File: config.mk
export PLATFORM = sky130hd
export DESIGN_NAME = axi_write_vector_flat
export DESIGN_NICKNAME = d
export VERILOG_FILES = /design/src/rtl/axi_stream_if.sv /design/src/rtl/axi_write_vector.sv /design/src/flat_wrapper.sv
export SDC_FILE = /design/constraint.sdc
export NUM_CORES = 1
export LEC_CHECK = 0
export ABC_AREA = 1
export BUFFER_PORTS_ARGS = -buffer_cell sky130_fd_sc_hd__buf_2
export CAP_MARGIN = 20
export CORE_UTILIZATION = 53
export CTS_CLUSTER_DIAMETER = 120
export DETAILED_ROUTE_END_ITERATION = 16
export GPL_TIMING_DRIVEN = 0
export PLACE_DENSITY = 0.77
export SKIP_LAST_GASP = 1
export SLEW_MARGIN = 20
export SYNTH_ARGS = -nofsm -noshare
export SYNTH_HDL_FRONTEND = slang
export SYNTH_SLANG_ARGS = --single-unit
File: constraint.sdc
create_clock -name clk -period 1.85 [get_ports clk]
set_clock_uncertainty 0.15 [all_clocks]
set_input_delay 0 -clock clk [delete_from_list [all_inputs] [get_ports clk]]
set_output_delay 0 -clock clk [all_outputs]
set_load 0.005 [all_outputs]
File: src/rtl/axi_stream_if.sv
// AXI-stream channel bundle: data, valid, last and the back-pressure ready.
interface axi_stream_if #(
    parameter int DATA_WIDTH = 8
);
    logic [DATA_WIDTH-1:0] tdata;
    logic                  tvalid;
    logic                  tlast;
    logic                  tready;

    modport master (output tdata, output tvalid, output tlast, input tready);
    modport slave  (input tdata, input tvalid, input tlast, output tready);
endinterface

File: src/rtl/axi_write_vector.sv
// Serializes a run-time-length bit vector onto an AXI-stream master,
// AXI_DATA_WIDTH bits per beat, with tlast on the final beat of a set.
module axi_write_vector #(
    parameter int MAX_VEC_LENGTH = 8,
    parameter int AXI_DATA_WIDTH = 8,
    parameter int WRITE_DIR      = 0,   // 0 = DIR__RIGHT, 1 = DIR__LEFT
    parameter int VEC_LENGTH_W   = (MAX_VEC_LENGTH <= 1) ? 1 : $clog2(MAX_VEC_LENGTH + 1)
) (
    input  logic                      clk,
    input  logic                      rst_n,
    input  logic                      start,
    input  logic [VEC_LENGTH_W-1:0]   vec_length,
    input  logic [MAX_VEC_LENGTH-1:0] vec,
    input  logic                      last,
    output logic                      busy,
    output logic                      ready,
    axi_stream_if.master              data_out
);

    localparam int DIR__RIGHT = 0;
    localparam int DIR__LEFT  = 1;

    localparam int W         = AXI_DATA_WIDTH;
    localparam int MAX_BEATS = (MAX_VEC_LENGTH + W - 1) / W;
    localparam int CNT_W     = (MAX_BEATS < 1) ? 1 : $clog2(MAX_BEATS + 1);
    // Wide enough for len, k*W+i and a sign bit, so len-1-k*W-i never wraps
    // into a positive value even when W is larger than the vector.
    localparam int IW        = VEC_LENGTH_W + CNT_W + $clog2(W + 1) + 1;

    typedef enum logic [1:0] {
        S_IDLE = 2'd0,
        S_SEND = 2'd1,
        S_DONE = 2'd2
    } state_t;

    state_t                    state_reg,  state_next;
    logic [MAX_VEC_LENGTH-1:0] vec_reg,    vec_next;
    logic [VEC_LENGTH_W-1:0]   len_reg,    len_next;
    logic                      last_reg,   last_next;
    logic [CNT_W-1:0]          beats_reg,  beats_next;
    logic [CNT_W-1:0]          beat_reg,   beat_next;
    logic [W-1:0]              tdata_reg,  tdata_next;
    logic                      tvalid_reg, tvalid_next;
    logic                      tlast_reg,  tlast_next;
    logic                      ready_reg,  ready_next;
    logic                      busy_reg,   busy_next;

    logic [VEC_LENGTH_W-1:0]   len_clamped;
    logic [CNT_W-1:0]          beats_in;
    logic [CNT_W-1:0]          beat_inc;

    // Build beat k of vector v with length l; positions outside 0..l-1 read as 0.
    function automatic logic [W-1:0] pack_beat(
        input logic [MAX_VEC_LENGTH-1:0] v,
        input logic [VEC_LENGTH_W-1:0]   l,
        input logic [CNT_W-1:0]          k
    );
        logic [IW-1:0]             base;
        logic [IW-1:0]             len_x;
        logic [IW-1:0]             idx;
        logic [MAX_VEC_LENGTH-1:0] sh;
        pack_beat = '0;
        len_x     = IW'(l);
        base      = IW'(k) * IW'(W);
        for (int i = 0; i < W; i++) begin
            if (WRITE_DIR == DIR__RIGHT) begin
                idx = base + IW'(i);
                sh  = v >> idx;
                if (idx < len_x) begin
                    pack_beat[i] = sh[0];
                end
            end else begin
                // Negative index (sign bit set) means below element 0.
                idx = len_x - IW'(1) - base - IW'(i);
                sh  = v >> idx;
                if (!idx[IW-1]) begin
                    pack_beat[W-1-i] = sh[0];
                end
            end
        end
    endfunction

    // Number of beats for length l, never fewer than one.
    function automatic logic [CNT_W-1:0] beat_count(input logic [VEC_LENGTH_W-1:0] l);
        logic [IW-1:0] n;
        n = (IW'(l) + IW'(W - 1)) / IW'(W);
        if (n == '0) begin
            beat_count = CNT_W'(1);
        end else begin
            beat_count = CNT_W'(n);
        end
    endfunction

    assign len_clamped = (vec_length > VEC_LENGTH_W'(MAX_VEC_LENGTH))
                       ? VEC_LENGTH_W'(MAX_VEC_LENGTH) : vec_length;
    assign beats_in    = beat_count(len_clamped);
    assign beat_inc    = beat_reg + CNT_W'(1);

    // State and all outputs are registered; reset abandons any vector in flight.
    always_ff @(posedge clk or negedge rst_n) begin
        if (!rst_n) begin
            state_reg  <= S_IDLE;
            vec_reg    <= '0;
            len_reg    <= '0;
            last_reg   <= 1'b0;
            beats_reg  <= '0;
            beat_reg   <= '0;
            tdata_reg  <= '0;
            tvalid_reg <= 1'b0;
            tlast_reg  <= 1'b0;
            ready_reg  <= 1'b0;
            busy_reg   <= 1'b0;
        end else begin
            state_reg  <= state_next;
            vec_reg    <= vec_next;
            len_reg    <= len_next;
            last_reg   <= last_next;
            beats_reg  <= beats_next;
            beat_reg   <= beat_next;
            tdata_reg  <= tdata_next;
            tvalid_reg <= tvalid_next;
            tlast_reg  <= tlast_next;
            ready_reg  <= ready_next;
            busy_reg   <= busy_next;
        end
    end

    // Next-state logic: capture on start, advance a beat per handshake, pulse ready.
    always_comb begin
        state_next  = state_reg;
        vec_next    = vec_reg;
        len_next    = len_reg;
        last_next   = last_reg;
        beats_next  = beats_reg;
        beat_next   = beat_reg;
        tdata_next  = tdata_reg;
        tvalid_next = tvalid_reg;
        tlast_next  = tlast_reg;
        ready_next  = 1'b0;
        busy_next   = busy_reg;

        case (state_reg)
            S_IDLE: begin
                if (start) begin
                    vec_next    = vec;
                    len_next    = len_clamped;
                    last_next   = last;
                    beats_next  = beats_in;
                    beat_next   = '0;
                    tdata_next  = pack_beat(vec, len_clamped, '0);
                    tlast_next  = last && (beats_in == CNT_W'(1));
                    tvalid_next = 1'b1;
                    busy_next   = 1'b1;
                    state_next  = S_SEND;
                end
            end
            S_SEND: begin
                if (tvalid_reg && data_out.tready) begin
                    if (beat_reg == beats_reg - CNT_W'(1)) begin
                        tvalid_next = 1'b0;
                        tlast_next  = 1'b0;
                        tdata_next  = '0;
                        ready_next  = 1'b1;
                        state_next  = S_DONE;
                    end else begin
                        beat_next  = beat_inc;
                        tdata_next = pack_beat(vec_reg, len_reg, beat_inc);
                        tlast_next = last_reg && (beat_inc == beats_reg - CNT_W'(1));
                    end
                end
            end
            S_DONE: begin
                busy_next  = 1'b0;
                state_next = S_IDLE;
            end
            default: begin
                state_next = S_IDLE;
            end
        endcase
    end

    assign data_out.tdata  = tdata_reg;
    assign data_out.tvalid = tvalid_reg;
    assign data_out.tlast  = tlast_reg;
    assign ready           = ready_reg;
    assign busy            = busy_reg;

endmodule
File: src/flat_wrapper.sv
// flat-port wrapper written by rule: the top's interface ports become plain ports
module axi_write_vector_flat 
#(
    parameter int MAX_VEC_LENGTH = 8,
    parameter int AXI_DATA_WIDTH = 8,
    parameter int WRITE_DIR      = 0,                                   
    parameter int VEC_LENGTH_W   = (MAX_VEC_LENGTH <= 1) ? 1 : $clog2(MAX_VEC_LENGTH + 1)
)
  (clk, rst_n, start, vec_length, vec, last, busy, ready, data_out_tdata, data_out_tvalid, data_out_tlast, data_out_tready);
  axi_stream_if data_out_i ();
  input  logic clk;
  input  logic rst_n;
  input  logic start;
  input  logic [VEC_LENGTH_W-1:0] vec_length;
  input  logic [MAX_VEC_LENGTH-1:0] vec;
  input  logic last;
  output logic busy;
  output logic ready;
  output wire logic [$bits(data_out_i.tdata)-1:0] data_out_tdata;
  output wire logic [$bits(data_out_i.tvalid)-1:0] data_out_tvalid;
  output wire logic [$bits(data_out_i.tlast)-1:0] data_out_tlast;
  input wire logic [$bits(data_out_i.tready)-1:0] data_out_tready;
  assign data_out_tdata = data_out_i.tdata;
  assign data_out_tvalid = data_out_i.tvalid;
  assign data_out_tlast = data_out_i.tlast;
  assign data_out_i.tready = data_out_tready;
  axi_write_vector #(.MAX_VEC_LENGTH(MAX_VEC_LENGTH), .AXI_DATA_WIDTH(AXI_DATA_WIDTH), .WRITE_DIR(WRITE_DIR), .VEC_LENGTH_W(VEC_LENGTH_W)) u_core (.clk(clk), .rst_n(rst_n), .start(start), .vec_length(vec_length), .vec(vec), .last(last), .busy(busy), .ready(ready), .data_out(data_out_i));
endmodule
# After elaboration in Yosys (flattened, before gate mapping)
# Cells that the tools add are included.
# word_totals
output_inout_bits	12
in_bits	17
wordCells	109
ff_bits	29
# op_classes
n_eq_ne	8
n_reduce_logical	13
n_addsub	10
shifts	8
n_mux	42
magnitude_cmp	17
# op_table
op	count
$lt A10 B4 Y1	7
$shr A8 B10 Y1	7
$mux W1	29
$add A4 B3 Y5 const B	5
$mux W8	3
$lt A3 B4 Y1 const A	4
$pmux W8 S2	1
$add A4 B2 Y5 const B	2
$logic_not A10 Y1	1
$lt A1 B4 Y1 const A	2
$lt A2 B4 Y1 const A	2
$pmux W1 S2	4
$reduce_and A4 Y1	2
$shr A8 B4 Y1	1
$mux W2	3
$reduce_and A3 Y1	2
$add A4 B1 Y5 const B	1
$gt A4 B4 Y1 const B	1
$lt A4 B4 Y1	1
$mux W4	1
$ne A2 B1 Y1 const B	2
$ne A2 B2 Y1 const B	2
$pmux W2 S2	1
$reduce_and A2 Y1	2
8 further kinds	12

# Depth between registers and ports, before layout
# Gate-level depths: netlist of the first run.
# logic_depth
ltp_word	8
ltp_mapped	9

# Worst setup path after synthesis of the first run
# No wires, ideal clock.
# synth_path
path_type	reg2reg
from	register u_core.beat_reg
to	register u_core.tdata_reg[5], in the netlist u_core.data_out.tdata[5]
path_slack_ns	0.296
arrival_time_ns	1.333
stages_incl_launch_ff	10
n_path_buf	0
path_cell_list	dfrtp_1 > inv_2 > ha_1 > inv_1 > nor2_1 > nor2_1 > nand3_1 > nor2_1 > nor2_1 > nor2_1
# synth_via
elab_chain_cells	7
# synth_rtl
item	line	text
from (decl)	axi_write_vector.sv:41	logic [CNT_W-1:0] beat_reg, beat_next;
from (signal assigned)	axi_write_vector.sv:119	beat_reg <= beat_next;
$add A1 B1 Y1	axi_write_vector.sv:97	assign beat_inc = beat_reg + CNT_W'(1);
$add A4 B3 Y5	axi_write_vector.sv:67	idx = base + IW'(i);
$lt A10 B4 Y1 / $shr A8 B10 Y1 (equally long branches)	axi_write_vector.sv:69, axi_write_vector.sv:68	
$mux W1	axi_write_vector.sv:69	if (idx < len_x) begin
$mux W8 (*)	axi_write_vector.sv:159	if (beat_reg == beats_reg - CNT_W'(1)) begin
$mux W8 (*)	axi_write_vector.sv:158	if (tvalid_reg && data_out.tready) begin
$pmux W8 S2 (*)	axi_write_vector.sv:142	case (state_reg)
to (signal assigned)	axi_write_vector.sv:120	tdata_reg <= tdata_next;
to (decl)	axi_write_vector.sv:42	logic [W-1:0] tdata_reg, tdata_next;
# Every way passes the cells marked *; elsewhere a longest branch is shown, timed or not. The select of a mux whose other input is x is not followed.
# A chain may end at the register's enable or synchronous reset.

# Final worst setup path of the first run
# layout_path
from	register u_core.beat_reg
to	register u_core.tdata_reg[4], in the netlist u_core.data_out.tdata[4]
# The elaborated chain is that of the path after synthesis.

==> results of run 1 <==
==> how the worst max path moves through the flow <==
stage | from | slack, ns | to | depth (start not counted)
after floorplan | u_core.beat_reg | 0.30 | u_core.data_out.tdata[5] | 9
after global placement | u_core.beat_reg | 0.14 | u_core.data_out.tdata[4] | 9
after detailed placement | u_core.beat_reg | 0.09 | u_core.data_out.tdata[4] | 9
after CTS | u_core.beat_reg | 0.06 | u_core.data_out.tdata[4] | 9
after global routing | u_core.beat_reg | 0.009 | u_core.data_out.tdata[6] | 9
final | u_core.beat_reg | 0.17 | u_core.data_out.tdata[4] | 9
==> cell type report <==
class / instances / area [sq um]
Multi-Input combinational cell: 134 / 592
Tap cell: 30 / 37.5
Sequential cell: 29 / 727
Clock buffer: 7 / 55.1
Inverter: 23 / 86.3
Timing Repair Buffer: 43 / 290
Buffer: 3 / 26.3
Fill cell: 221 / 708
==> repair_timing <==
action                                  4_1_cts  5_1_grt
gates resized for setup                       0        2
hold buffers                                 15        0
endpoints found under the setup margin        0        3
endpoints found under the hold margin        53        0
setup buffers                                 0        0
==> cell families after synthesis <==
family	synth area share
AO/OA/AOI/OAI	0.0771
adder cells (fa/ha/maj)	0.0175
AND/OR/NAND/NOR	0.318
buffers and inverters	0.0789
flip-flops	0.508
==> per-layer routing <==
metal / GRT usage / vias to the layer above
met3: 0.0593 / 8
met5: 0 / -
met2: 0.440 / 45
met4: 0.123 / 0
li1: - / 691
met1: 0.332 / 656
==> metrics by stage <==
step	hold slack, ns	util	total power (uW)	setup WS [ns]
2_1_floorplan	-0.446	-	657	0.296
3_3_place_gp	-0.0992	0.636	690	0.143
3_5_place_dp	-0.0960	0.636	691	0.0888
4_1_cts	0.0619	0.718	1090	0.0608
5_1_grt	0.0857	0.719	1130	0.00881
6_report	0.0743	0.719	1090	0.165
==> Yosys cell counts (all sizes together) <==
| cell | number | area share |
|---|---|---|
| buf | 3 | 0.018 |
| ha | 2 | 0.018 |
| nor3 | 3 | 0.011 |
| o31ai | 1 | 0.0053 |
| nor2 | 30 | 0.084 |
| inv | 22 | 0.058 |
| nand3 | 16 | 0.056 |
| dfrtp | 29 | 0.51 |
| o22ai | 1 | 0.0044 |
| nand2 | 63 | 0.17 |
| o21ai | 13 | 0.046 |
| a31oi | 1 | 0.0044 |
| o211ai | 1 | 0.0053 |
| a21oi | 2 | 0.0070 |
| o21a | 1 | 0.0053 |
| clkinv | 1 | 0.0026 |
==> power groups by stage <==
stage	combinational, uW	clock, uW	sequential, uW
CTS	69.6	390	633
global route	78.0	414	633
global placement	44.2	0	646
detailed placement	45.4	0	646
finish	69.6	383	633
floorplan	10.5	0	646
==> cells in the final DEF, fill, tap and decap left out, types with 2 or more instances in the layout <==
| master | instances |
|---|---|
| nand3_1 | 16 |
| nand2_1 | 62 |
| dlygate4sd3_1 | 15 |
| buf_2 | 28 |
| clkbuf_4 | 5 |
| nor2_1 | 28 |
| ha_1 | 2 |
| a21oi_1 | 2 |
| nor3_1 | 3 |
| o21ai_0 | 13 |
| dfrtp_1 | 28 |
| inv_1 | 21 |
| buf_4 | 2 |
==> critical path: stages (launching register included) <==
cell and delay (ns):
dfrtp_2 0.44, inv_2 0.06, ha_1 0.30, inv_1 0.05
nor2_1 0.19, nor2_2 0.09, nand3_1 0.07, nor2_1 0.04
nor2_1 0.13, nor2_1 0.05
==> run_results.csv, run 1 <==
group,metric,value,unit
route,wl,3.36,mm
critical_path,worst_ep_arrival_time,1.75,ns
route,drt_iter0_drc,20,
clocking,ctsRootBufferMaster,"clkbuf_4",
clocking,path_clk_slew,0.08,ns
finish,layout.cells.non_filler,269,
clocking,clk_path_buf_depth,2,
critical_path,cp.required,1.92,ns
route,met1_length,1.52,mm
synthesis,synth_seq_cells,29,
pwr,comb_power_share,0.064,
route,route.detailed.drc,0,
critical_path,r2r-start,"u_core.beat_reg",
floorplanning,ioPinCount,29,
sta,setup_violations,0,
sta,min_period_over_period,0.911,
finish,final_area,1810,sq um
grt,grt_pass1_vias,1264,
floorplanning,dieArea,2910,sq um
min_path,hp-class,"in -> async",
pwr,p_int,848,uW
critical_path,reg2reg_depth,9,
floorplanning,num_rows,18,
sta,relSlewSlack,0.577,
grt,grt_max_degree,30,
run,drv_cap,0,
placed_design,placed_area,1610,sq um
synthesis,syn-cell-area,1430,sq um
critical_path,end_kind,"register",
pwr,clock_power_share,0.353,
critical_path,r2r_end,"u_core.data_out.tdata[4]",
route,num_vias,1400,
clocking,htreeDepth,2,
placed_design,dp_hpwl,2.37,mm
clocking,insertion_delay,0.32,ns
finish,final_nets,258,
route,routed_via_density,5.20,
synthesis,syn_avg_cell_area,7.55,sq um
route,drtAntennaViolNets,0,
clocking,cts_num_sinks,29,
floorplanning,core_area,2520,sq um
sta,worst_pin_slew,0.635,ns
critical_path,rrSetupSlack,0.17,ns
placed_design,io_buffer_count,28,
route,dr_wl_met2,1.60,mm
route,routed.top_layer,"met4",
route,wl_met3,170,um
route,wl_per_cell,12.5,um
finish,antenna_cells,0,
sta,grt_setup_unrepaired,"no",
route,firstDrtPassIters,4,
floorplanning,die_x,53.9,um
floorplanning,initial_core_util,0.566,
floorplanning,dieHeight,53.9,um
synthesis,yosys_warnings,0,
clocking,cts_tree,"yes",
pwr,power_switching,237,uW
sta,finalCriticalPeriod,1.68,ns
finish,drive_gt1_frac,0.176,
clocking,cts_made_buffers,5,
critical_path,cp_max_fo,7,
pwr,power_density,598,nW/um^2
grt,grt_usage,0.268,
run_status,status,"completed",
synthesis,synth_seq_area_share,0.508,
pwr,ir_worst_vdd,504,uV
sta,slew_viol_final,0,
placed_design,dp_cells,247,
critical_path,path_class,"reg -> reg",
synthesis,synth.distinct_cells,20,
sta,tns,0,ns
synthesis,syn_inst,189,
sta,fmax,594,MHz
placed_design,place.gp.congestion,0.782,
synthesis,synth_nets,208,
grt,antenna_found_initial,0,
sta,hold_viol,0,
grt,gr-total-overflow,0,
pwr,leakage,0.00100,uW
finish,area_delta_synth_final,27.1,%
grt,grt_pass1_wl,5.31,mm
pwr,swShare,0.219,
pwr,seqPwrFrac,0.583,
critical_path,worst_setup_path_start_kind,"register",
Power figures use the tool's default switching activity.
==> inputs of run 2 (changes only) <==
--- a/config.mk
+++ b/config.mk
@@ -8,11 +8,11 @@
 export ABC_AREA = 1
 export BUFFER_PORTS_ARGS = -buffer_cell sky130_fd_sc_hd__buf_2
 export CAP_MARGIN = 20
-export CORE_UTILIZATION = 53
+export CORE_UTILIZATION = 48
 export CTS_CLUSTER_DIAMETER = 120
 export DETAILED_ROUTE_END_ITERATION = 16
 export GPL_TIMING_DRIVEN = 0
-export PLACE_DENSITY = 0.77
+export PLACE_DENSITY = 0.74
 export SKIP_LAST_GASP = 1
 export SLEW_MARGIN = 20
 export SYNTH_ARGS = -nofsm -noshare
==> constraint.sdc (replaced) <==
create_clock -name clk -period 1.4 [get_ports clk]
set_clock_uncertainty 0.15 [all_clocks]
set_input_delay 0 -clock clk [delete_from_list [all_inputs] [get_ports clk]]
set_output_delay 0 -clock clk [all_outputs]
set_load 0.005 [all_outputs]
==> run 2 against run 1 <==
  * The flow now finishes with violations (hold timing, setup timing)
  * Final area rose by 7.6%
  * Flip-flop and latch count unchanged
  * Routed wire length up 11%
  * Global-route usage shrank 1.3 points
  * Largest cell class unchanged
  * Highest routed layer unchanged
==> run_results.csv, run 2 (synthesis results as in run 1) <==
group,metric,value,unit
sta,setup_violations,6,
finish,layout.area.seq,727,sq um
route,drt_iter0_drc,60,
route,wl,3.74,mm
route,wl_per_cell,13.6,um
grt,grt_pass1_vias,1400,
sta,holdWs,-0.000951,ns
sta,slew_viol_final,0,
finish,antenna_cells,0,
run_status,status,"finished, violations left",
run_status,violations,"hold timing, setup timing",
sta,worst_pin_slew,0.652,ns
route,routed_via_density,5.24,
pwr,power_density,729,nW/um^2
clocking,clk_path_buf_depth,2,
critical_path,path_class,"reg -> reg",
sta,relSlewSlack,0.566,
floorplanning,ioPinCount,29,
sta,fmax,664,MHz
critical_path,crit_slowest_cell,"dfrtp_2",
grt,grt_max_degree,30,
sta,min_period_over_period,1.08,
route,drtAntennaViolNets,0,
floorplanning,die_x,56.5,um
finish,fill_cells,229,
grt,antenna_found_initial,0,
finish,final_common_cell,"nand2_1",
placed_design,io_buffer_count,28,
clocking,cts_made_buffers,5,
finish,drive_gt1_frac,0.261,
min_path,hp-class,"in -> reg",
grt,gr-total-overflow,0,
placed_design,dp_hpwl,2.48,mm
run,drv_cap,0,
clocking,cts_tree,"yes",
clocking,path_clk_slew,0.10,ns
route,num_vias,1447,
placed_design,place.gp.congestion,0.811,
clocking,cts_num_sinks,29,
floorplanning,initial_core_util,0.513,
critical_path,worst_setup_path_start_kind,"register",
finish,multi_input_area,691,sq um
grt,grt_usage,0.254,
critical_path,worst_ep_arrival_time,1.63,ns
floorplanning,num_rows,19,
pwr,leakage,0.00105,uW
floorplanning,core_area,2780,sq um
critical_path,path_cells,"inv_2 > ha_4 > inv_4 > nor2_4 > nor2_4 > nand3_2 > nor2_2 > nor2_1 > nor2_1",
critical_path,end_kind,"register",
critical_path,crit_buf_inv,2,
critical_path,critical_path.top_delay_family,"simple AND/OR/NAND/NOR gates",
floorplanning,dieHeight,56.5,um
sta,grt_setup_unrepaired,"yes",
route,route.detailed.drc,0,
route,firstDrtPassIters,4,
finish,final_cell_mix,"60 x nand2_1, 28 x buf_2, 28 x dfrtp_1",
clocking,insertion_delay,0.34,ns
clocking,ctsRootBufferMaster,"clkbuf_4",
pwr,ir_worst_vdd,665,uV
grt,grt_pass1_wl,6.05,mm
sta,finalCriticalPeriod,1.51,ns
floorplanning,dieArea,3200,sq um
critical_path,cp.required,1.53,ns
sta,tns,-0.437,ns
sta,fin_ws,-0.107,ns
critical_path,cp_max_fo,4,
sta,hold_viol,1,
critical_path,critPathMaxStageDelay,0.43,ns
finish,final_core_util,0.702,
finish,final_nets,263,
clocking,htreeDepth,2,
finish,area_delta_synth_final,36.7,%
## run 2: cell types whose count changed in the layout (fill, tap and decap cells not counted), moves of 2 or more
cell / delta
nand3_1: -4
clkinv_2: +3
inv_1: -3
nor2_1: -3
nor2_4: +3
buf_4: +2
buf_6: +2
inv_2: +2
nand2_1: -2
nand2_4: +2
nand3_2: +2
nand3_4: +2
## run 2: where the power goes
part | internal, uW | switching (uW) | total [uW]
sequential | 837 | 0 | 837
combinational | 47.8 | 47.2 | 95.0
clock | 191 | 301 | 492
## run 2: what timing repair did
item / in CTS / in global routing
gates cloned: 1 / 0
setup buffers: 2 / 2
endpoints found under the setup margin: 20 / 19
endpoints found under the hold margin: 54 / 0
resized for setup: 11 / 12
pin swaps: 3 / 5
hold buffers: 15 / 0
## run 2: worst register-to-register path, cell delays in order, from the launching register on
cell and delay, ns:
dfrtp_2 0.43, inv_2 0.08, ha_4 0.21, inv_4 0.06
nor2_4 0.04, nor2_4 0.16, nand3_2 0.08, nor2_2 0.11
nor2_1 0.06, nor2_1 0.07
## run 2: final timing paths
path / startpoint / end / slack (ns) / cells past startpoint
worst min register to register: u_core.data_out.tdata[2] / u_core.data_out.tdata[2] / 0.35 / 2
worst max register to register: u_core.beat_reg / u_core.data_out.tdata[4] / -0.11 / 9
worst min-delay path: start / u_core.len_reg[0] / -0.001 / 4
max in group asynchronous: rst_n / u_core.beat_reg / 0.58 / 2
worst max-delay path: u_core.beat_reg / u_core.data_out.tdata[4] / -0.11 / 9
min in group asynchronous: rst_n / u_core.ready / 0.06 / 2
## run 2: cell type report
type | instances | share of cell area
buffer | 3 | 0.0173
clock buffer | 6 | 0.0212
clock inverter | 2 | 0.00513
inverter | 23 | 0.0462
multi-input combinational | 135 | 0.354
sequential | 29 | 0.372
tap | 31 | 0.0199
timing repair buffer | 47 | 0.164
## run 2: stage by stage
stage          power (uW)  std cells  worst slack [ns]  cell area, sq um  hold WS [ns]
6_report             1420        276            -0.107              1950     -0.000951
5_1_grt              1470        276            -0.221              1950        0.0317
4_1_cts              1430        274           -0.0813              1880        0.0283
3_5_place_dp          915        248            -0.186              1630       -0.0884
3_3_place_gp          913        248            -0.168              1630       -0.0943
2_1_floorplan         868        189           -0.0490              1460        -0.446
## run 2: layer usage
metal | track usage | up-vias | wire, um
met3 | 0.0576 | 12 | 229
met2 | 0.434 | 56 | 1890
met5 | 0 | - | 0
met4 | 0.115 | 0 | 81
met1 | 0.304 | 676 | 1540
li1 | - | 703 | -
